==> src/rtl/div_pkg.sv <==
// Shared types and sizing for the iterative signed divider.
package div_pkg;

    typedef enum logic [1:0] {IDLE, RUN, FIX, DONE} div_state_t;

    localparam int DIV_W     = 32;
    localparam int DIV_ITER  = 32;
    localparam int DIV_CNT_W = 6;

endpackage

==> src/rtl/div_unit_if.sv <==
// Control-unit <-> divider bus: operands, start request, results and completion flags.
interface div_unit_if import div_pkg::*; #(parameter int DATA_W = DIV_W);

    logic [DATA_W-1:0] A_Out;
    logic [DATA_W-1:0] B_Out;
    logic              DivInit;
    logic              DivStop;
    logic              DivZero;
    logic [DATA_W-1:0] Div_High_Out;
    logic [DATA_W-1:0] Div_Low_Out;

    modport master (
        output A_Out, B_Out, DivInit,
        input  DivStop, DivZero, Div_High_Out, Div_Low_Out
    );

    modport slave (
        input  A_Out, B_Out, DivInit,
        output DivStop, DivZero, Div_High_Out, Div_Low_Out
    );

endinterface

==> src/rtl/div_core.sv <==
// One unsigned restoring shift-subtract step: shifts the next dividend bit out of q into rem.
module div_core import div_pkg::*; #(
    parameter int DATA_W = DIV_W
) (
    input  logic [DATA_W-1:0] rem,
    input  logic [DATA_W-1:0] q,
    input  logic [DATA_W-1:0] divisor,
    output logic [DATA_W-1:0] rem_next,
    output logic [DATA_W-1:0] q_next
);

    logic [DATA_W:0] rem_sh;
    logic            take;

    // rem stays below the divisor (<= 2^(DATA_W-1)), so the difference always fits DATA_W bits
    always_comb begin
        rem_sh   = {rem, q[DATA_W-1]};
        take     = (rem_sh >= {1'b0, divisor});
        rem_next = take ? (rem_sh[DATA_W-1:0] - divisor) : rem_sh[DATA_W-1:0];
        q_next   = {q[DATA_W-2:0], take};
    end

endmodule

==> src/rtl/div_unit.sv <==
// Iterative signed divider for MIPS DIV: LO = quotient, HI = remainder, 34-edge latency.
// Optional divide-by-zero trap enabled by defining DIV_ZERO_TRAP_EN.
module div_unit import div_pkg::*; #(
    parameter int DATA_W = DIV_W
) (
    input  logic       clk,
    input  logic       Reset_Out,
    div_unit_if.slave  bus
);

    div_state_t state, state_next;

    logic [DIV_CNT_W-1:0] count;
    logic [DATA_W-1:0]    abs_b, rem, q;
    logic [DATA_W-1:0]    rem_step, q_step;
    logic [DATA_W-1:0]    abs_a_in, abs_b_in;
    logic [DATA_W-1:0]    hi_q, lo_q;
    logic                 sign_q, sign_r;
    logic                 stop_q;
    logic                 accept, last_iter, zero_div, write_en;

    // |0x80..0| is 0x80..0 when read as unsigned, so DATA_W bits hold every magnitude
    assign abs_a_in  = bus.A_Out[DATA_W-1] ? -bus.A_Out : bus.A_Out;
    assign abs_b_in  = bus.B_Out[DATA_W-1] ? -bus.B_Out : bus.B_Out;
    assign last_iter = (count == DIV_CNT_W'(DATA_W - 1));

    div_core #(.DATA_W(DATA_W)) u_core (
        .rem      (rem),
        .q        (q),
        .divisor  (abs_b),
        .rem_next (rem_step),
        .q_next   (q_step)
    );

`ifdef DIV_ZERO_TRAP_EN
    logic zflag, zero_q;

    assign zero_div = (bus.B_Out == '0);
    assign write_en = ~zflag;

    always_ff @(posedge clk or posedge Reset_Out) begin
        if (Reset_Out) begin
            zflag  <= 1'b0;
            zero_q <= 1'b0;
        end else begin
            if (accept)
                zflag <= zero_div;
            zero_q <= (state == FIX) && zflag;
        end
    end

    assign bus.DivZero = zero_q;
`else
    assign zero_div    = 1'b0;
    assign write_en    = 1'b1;
    assign bus.DivZero = 1'b0;
`endif

    always_comb begin
        state_next = state;
        accept     = 1'b0;
        case (state)
            IDLE: begin
                if (bus.DivInit) begin
                    accept     = 1'b1;
                    state_next = zero_div ? FIX : RUN;
                end
            end
            RUN:     if (last_iter) state_next = FIX;
            FIX:     state_next = DONE;
            DONE:    state_next = IDLE;
            default: state_next = IDLE;
        endcase
    end

    always_ff @(posedge clk or posedge Reset_Out) begin
        if (Reset_Out)
            state <= IDLE;
        else
            state <= state_next;
    end

    always_ff @(posedge clk or posedge Reset_Out) begin
        if (Reset_Out) begin
            count  <= '0;
            abs_b  <= '0;
            rem    <= '0;
            q      <= '0;
            sign_q <= 1'b0;
            sign_r <= 1'b0;
            hi_q   <= '0;
            lo_q   <= '0;
            stop_q <= 1'b0;
        end else begin
            stop_q <= (state == FIX);
            case (state)
                IDLE: begin
                    if (accept) begin
                        abs_b  <= abs_b_in;
                        q      <= abs_a_in;
                        rem    <= '0;
                        count  <= '0;
                        sign_q <= bus.A_Out[DATA_W-1] ^ bus.B_Out[DATA_W-1];
                        sign_r <= bus.A_Out[DATA_W-1];
                    end
                end
                RUN: begin
                    rem   <= rem_step;
                    q     <= q_step;
                    count <= count + 1'b1;
                end
                FIX: begin
                    if (write_en) begin
                        lo_q <= sign_q ? -q : q;
                        hi_q <= sign_r ? -rem : rem;
                    end
                end
                default: ;
            endcase
        end
    end

    assign bus.DivStop      = stop_q;
    assign bus.Div_High_Out = hi_q;
    assign bus.Div_Low_Out  = lo_q;

endmodule
==> src/flat_wrapper.sv <==
// flat-port wrapper written by rule: the top's interface ports become plain ports
module div_unit_flat import div_pkg::*;
#(
    parameter int DATA_W = DIV_W
)
  (clk, Reset_Out, bus_A_Out, bus_B_Out, bus_DivInit, bus_DivStop, bus_DivZero, bus_Div_High_Out, bus_Div_Low_Out);
  div_unit_if #(.DATA_W(DATA_W)) bus_i ();
  input  logic clk;
  input  logic Reset_Out;
  input wire logic [$bits(bus_i.A_Out)-1:0] bus_A_Out;
  input wire logic [$bits(bus_i.B_Out)-1:0] bus_B_Out;
  input wire logic [$bits(bus_i.DivInit)-1:0] bus_DivInit;
  output wire logic [$bits(bus_i.DivStop)-1:0] bus_DivStop;
  output wire logic [$bits(bus_i.DivZero)-1:0] bus_DivZero;
  output wire logic [$bits(bus_i.Div_High_Out)-1:0] bus_Div_High_Out;
  output wire logic [$bits(bus_i.Div_Low_Out)-1:0] bus_Div_Low_Out;
  assign bus_i.A_Out = bus_A_Out;
  assign bus_i.B_Out = bus_B_Out;
  assign bus_i.DivInit = bus_DivInit;
  assign bus_DivStop = bus_i.DivStop;
  assign bus_DivZero = bus_i.DivZero;
  assign bus_Div_High_Out = bus_i.Div_High_Out;
  assign bus_Div_Low_Out = bus_i.Div_Low_Out;
  div_unit #(.DATA_W(DATA_W)) u_core (.clk(clk), .Reset_Out(Reset_Out), .bus(bus_i));
endmodule
==> config.mk <==
export PLATFORM = sky130hd
export DESIGN_NAME = div_unit_flat
export DESIGN_NICKNAME = d
export VERILOG_FILES = /design/src/rtl/div_pkg.sv /design/src/rtl/div_unit_if.sv /design/src/rtl/div_core.sv /design/src/rtl/div_unit.sv /design/src/flat_wrapper.sv
export SDC_FILE = /design/constraint.sdc
export NUM_CORES = 1
export LEC_CHECK = 0
export ABC_AREA = 1
export CORE_AREA = 2 2 122 213
export CTS_CLUSTER_SIZE = 14
export DETAILED_ROUTE_END_ITERATION = 6
export DIE_AREA = 0 0 124 215
export PLACE_DENSITY = 0.77
export REMOVE_ABC_BUFFERS = 1
export SYNTH_ARGS = -nofsm -noshare
export SYNTH_HDL_FRONTEND = slang
export SYNTH_SLANG_ARGS = --single-unit
==> constraint.sdc <==
create_clock -name clk -period 6.3 [get_ports clk]
set_input_delay 1.575 -clock clk [delete_from_list [all_inputs] [get_ports clk]]
set_output_delay 1.575 -clock clk [all_outputs]
set_load 0.005 [all_outputs]
==> impl_metrics.json <==
{
  "status": "completed",
  "ant_nets": 0,
  "start_kind": "input pin",
  "comb_power_share": 0.628,
  "num_io_pins": 133,
  "p_switching_mw": 4.428,
  "dieArea_um2": 26660,
  "met1_usage": 0.3032,
  "netlist_area_um2": 13060,
  "wl_per_cell_um": 16.25,
  "drc_errors": 0,
  "hold_path_class": "flip-flop to flip-flop",
  "design_power_total_mw": 8.795,
  "p_seq_frac": 0.237,
  "clock_latency_ps": 470,
  "ys_seq_area_frac": 0.3276,
  "finalSetupViolations": 0,
  "cp-end-kind": "flip-flop",
  "htreeDepth": 4,
  "dieWidth_um": 124,
  "cp_data_arrival_time_ps": 4250,
  "max-cap-violations": 0,
  "numClockSinks": 171,
  "yosysWarnings": 0,
  "switching_share": 0.5034,
  "core_um2": 25050,
  "grt_pass1_vias": 13050,
  "final_nets": 2233,
  "use_met2": 0.5784,
  "clockBufferDepth": 2,
  "max-vdd-ir-drop_uv": 257.7,
  "synth-seq-cells": 171,
  "rows": 77,
  "clock.fmax_mhz": 254.4,
  "floorplan.initialDensity": 0.5215,
  "wl_um": 39880,
  "drt-initial-drc-count": 963,
  "worst_slew_pin_slew_ps": 1221,
  "min_period_over_period": 0.6239,
  "stdcell_area_um2": 15220,
  "io_buffers": 131,
  "p_per_area_nw_per_um2": 578.0,
  "busiest_layer": "met2",
  "setup-tns-final_ps": 0,
  "rsz0062_at_grt": "no",
  "die_height_um": 215,
  "crit_path_max_fanout": 47,
  "grt.total_usage": 0.3103,
  "drive_gt1_frac": 0.04537,
  "vias_per_cell": 5.443,
  "r2r_slack_ps": 2990,
  "grt_pass1_wl_um": 63710,
  "critPathKind": "input pin to flip-flop",
  "cts_buffers": 17,
  "p_int_mw": 4.367,
  "area_delta_synth_final_pct": 16.49,
  "multi_input_area_um2": 7330,
  "gp_congestion": 1.042,
  "finalClockSkew_ps": 12.28,
  "antenna_found_initial": 0,
  "vias": 13360,
  "final_common_cell": "nand2_1",
  "final_cell_mix": "nand2_1, inv_1, nand3_1",
  "ctsResizeCount": 0,
  "cts_setup_buffers": 0,
  "utilization": 0.6075,
  "grt_max_degree": 96,
  "ys.flop_type": "dfrtp_1",
  "first_pass_iters": 7,
  "hold_viol": 0,
  "synthCells": 2031,
  "yosysUniqueCellTypes": 45,
  "ff_latch_area_um2": 4279,
  "cts_tree": "built",
  "grt_overflow": 0,
  "clk_pin_slew_worst_paths_ps": 70,
  "ctsHoldBuffers": 0,
  "fillCellCount": 2465,
  "grt_use_met3": 0.04379,
  "async_flop_share": 1.000,
  "hpwlAfterDp_um": 31060,
  "slew_headroom": 0.1851,
  "drv_slew": 0,
  "total_leakage_power_nw": 7.727,
  "synth-edff-count": 0,
  "placed_area_um2": 14570,
  "antenna_cells": 0,
  "post-route-min-period_ps": 3930,
  "required_ps": 6620,
  "postSynthAreaPerCell_um2": 6.432,
  "clkPwrFrac": 0.135,
  "root_buffer": "clkbuf_16"
}
-- path summary, 6_finish.rpt --
kind                            startpoint                           to  depth (start not counted)
min in group asynchronous        Reset_Out  u_core.bus.Div_High_Out[27]                          2
min                        u_core.abs_b[2]              u_core.abs_b[2]                          2
max                            bus_DivInit                  u_core.q[2]                          9
max reg2reg                u_core.state[1]                  u_core.q[2]                          9
max in group asynchronous        Reset_Out                  u_core.q[6]                          3
min reg2reg                u_core.abs_b[2]              u_core.abs_b[2]                          2
-- cell type report --
| cell class | instances | area share |
|---|---|---|
| flip-flops and latches | 171 | 0.2812 |
| clock inverters | 11 | 0.01250 |
| inverters | 306 | 0.07581 |
| repair buffers | 144 | 0.09258 |
| multi-input cells | 1485 | 0.4817 |
| well taps | 316 | 0.02598 |
| clock buffers | 21 | 0.03026 |
-- per-stage QoR --
stage               instances  setup WS (ps)  hold WS, ps
floorplan                1962          93.21        449.1
global placement         2422           1979        462.2
detailed placement       2422           1898        467.9
CTS                      2454           2372        487.6
global route             2454           2126        496.6
finish                   2454           2370        482.0
-- cell usage after synthesis (10+ instances only) --
| library cell | n | area [um^2] |
|---|---|---|
| xor2_1 | 50 | 437.9 |
| a21oi_1 | 76 | 380.4 |
| nand4_1 | 32 | 200.2 |
| clkbuf_1 | 45 | 168.9 |
| dfrtp_1 | 171 | 4279 |
| nor3_1 | 36 | 180.2 |
| nand2_1 | 613 | 2301 |
| xnor2_1 | 19 | 166.4 |
| o21ai_1 | 15 | 75.07 |
| ha_1 | 40 | 500.5 |
| nand2_2 | 11 | 68.82 |
| inv_1 | 299 | 1122 |
| o21ai_0 | 136 | 680.7 |
| nand3_1 | 196 | 980.9 |
| o211ai_1 | 10 | 75.07 |
| a31oi_1 | 21 | 131.4 |
| nor2_1 | 164 | 615.6 |
-- registers in the layout, indices dropped and copies added (netlist names) --
name and count:
u_core.rem 32, u_core.abs_b 32, u_core.sign_q 1, u_core.bus.Div_High_Out 32, u_core.sign_r 1, u_core.bus.DivStop 1, u_core.count 6, u_core.bus.Div_Low_Out 32
u_core.q 32, u_core.state 2
-- cells by family after synthesis --
| family | after synthesis | synth area share |
|---|---|---|
| AND/OR/NAND/NOR | 1102 | 0.3632 |
| buffers and inverters | 375 | 0.1118 |
| AO/OA/AOI/OAI | 272 | 0.1110 |
| adder cells (fa/ha/maj) | 41 | 0.03985 |
| other | 1 | 0.0002871 |
| XOR/XNOR | 69 | 0.04626 |
| flip-flops | 171 | 0.3276 |
-- critical path, cell delays in order --
cell and delay, ps:
clkdlybuf4s50_1 430, nand2_1 80, buf_4 400, o21ai_2 120, inv_1 920, buf_4 430, a21oi_1 60, o21ai_0 100
o21ai_0 130
-- metal layers --
| layer | wire [um] | up-vias | part of all wire |
|---|---|---|---|
| met5 | 0 | - | 0 |
| met4 | 2875 | 0 | 0.072 |
| met1 | 14150 | 6161 | 0.35 |
| met2 | 21400 | 400 | 0.54 |
| li1 | - | 6664 | - |
| met3 | 1456 | 131 | 0.037 |
-- power groups by stage --
stage	clock (mW)	sequential [mW]	combinational [mW]
2_1_floorplan	0	2.01	3.76
3_3_place_gp	0	2.07	5.37
3_5_place_dp	0	2.09	5.45
4_1_cts	1.20	2.07	5.49
5_1_grt	1.24	2.15	6.22
6_report	1.19	2.08	5.52
Power figures use the tool's default switching activity.
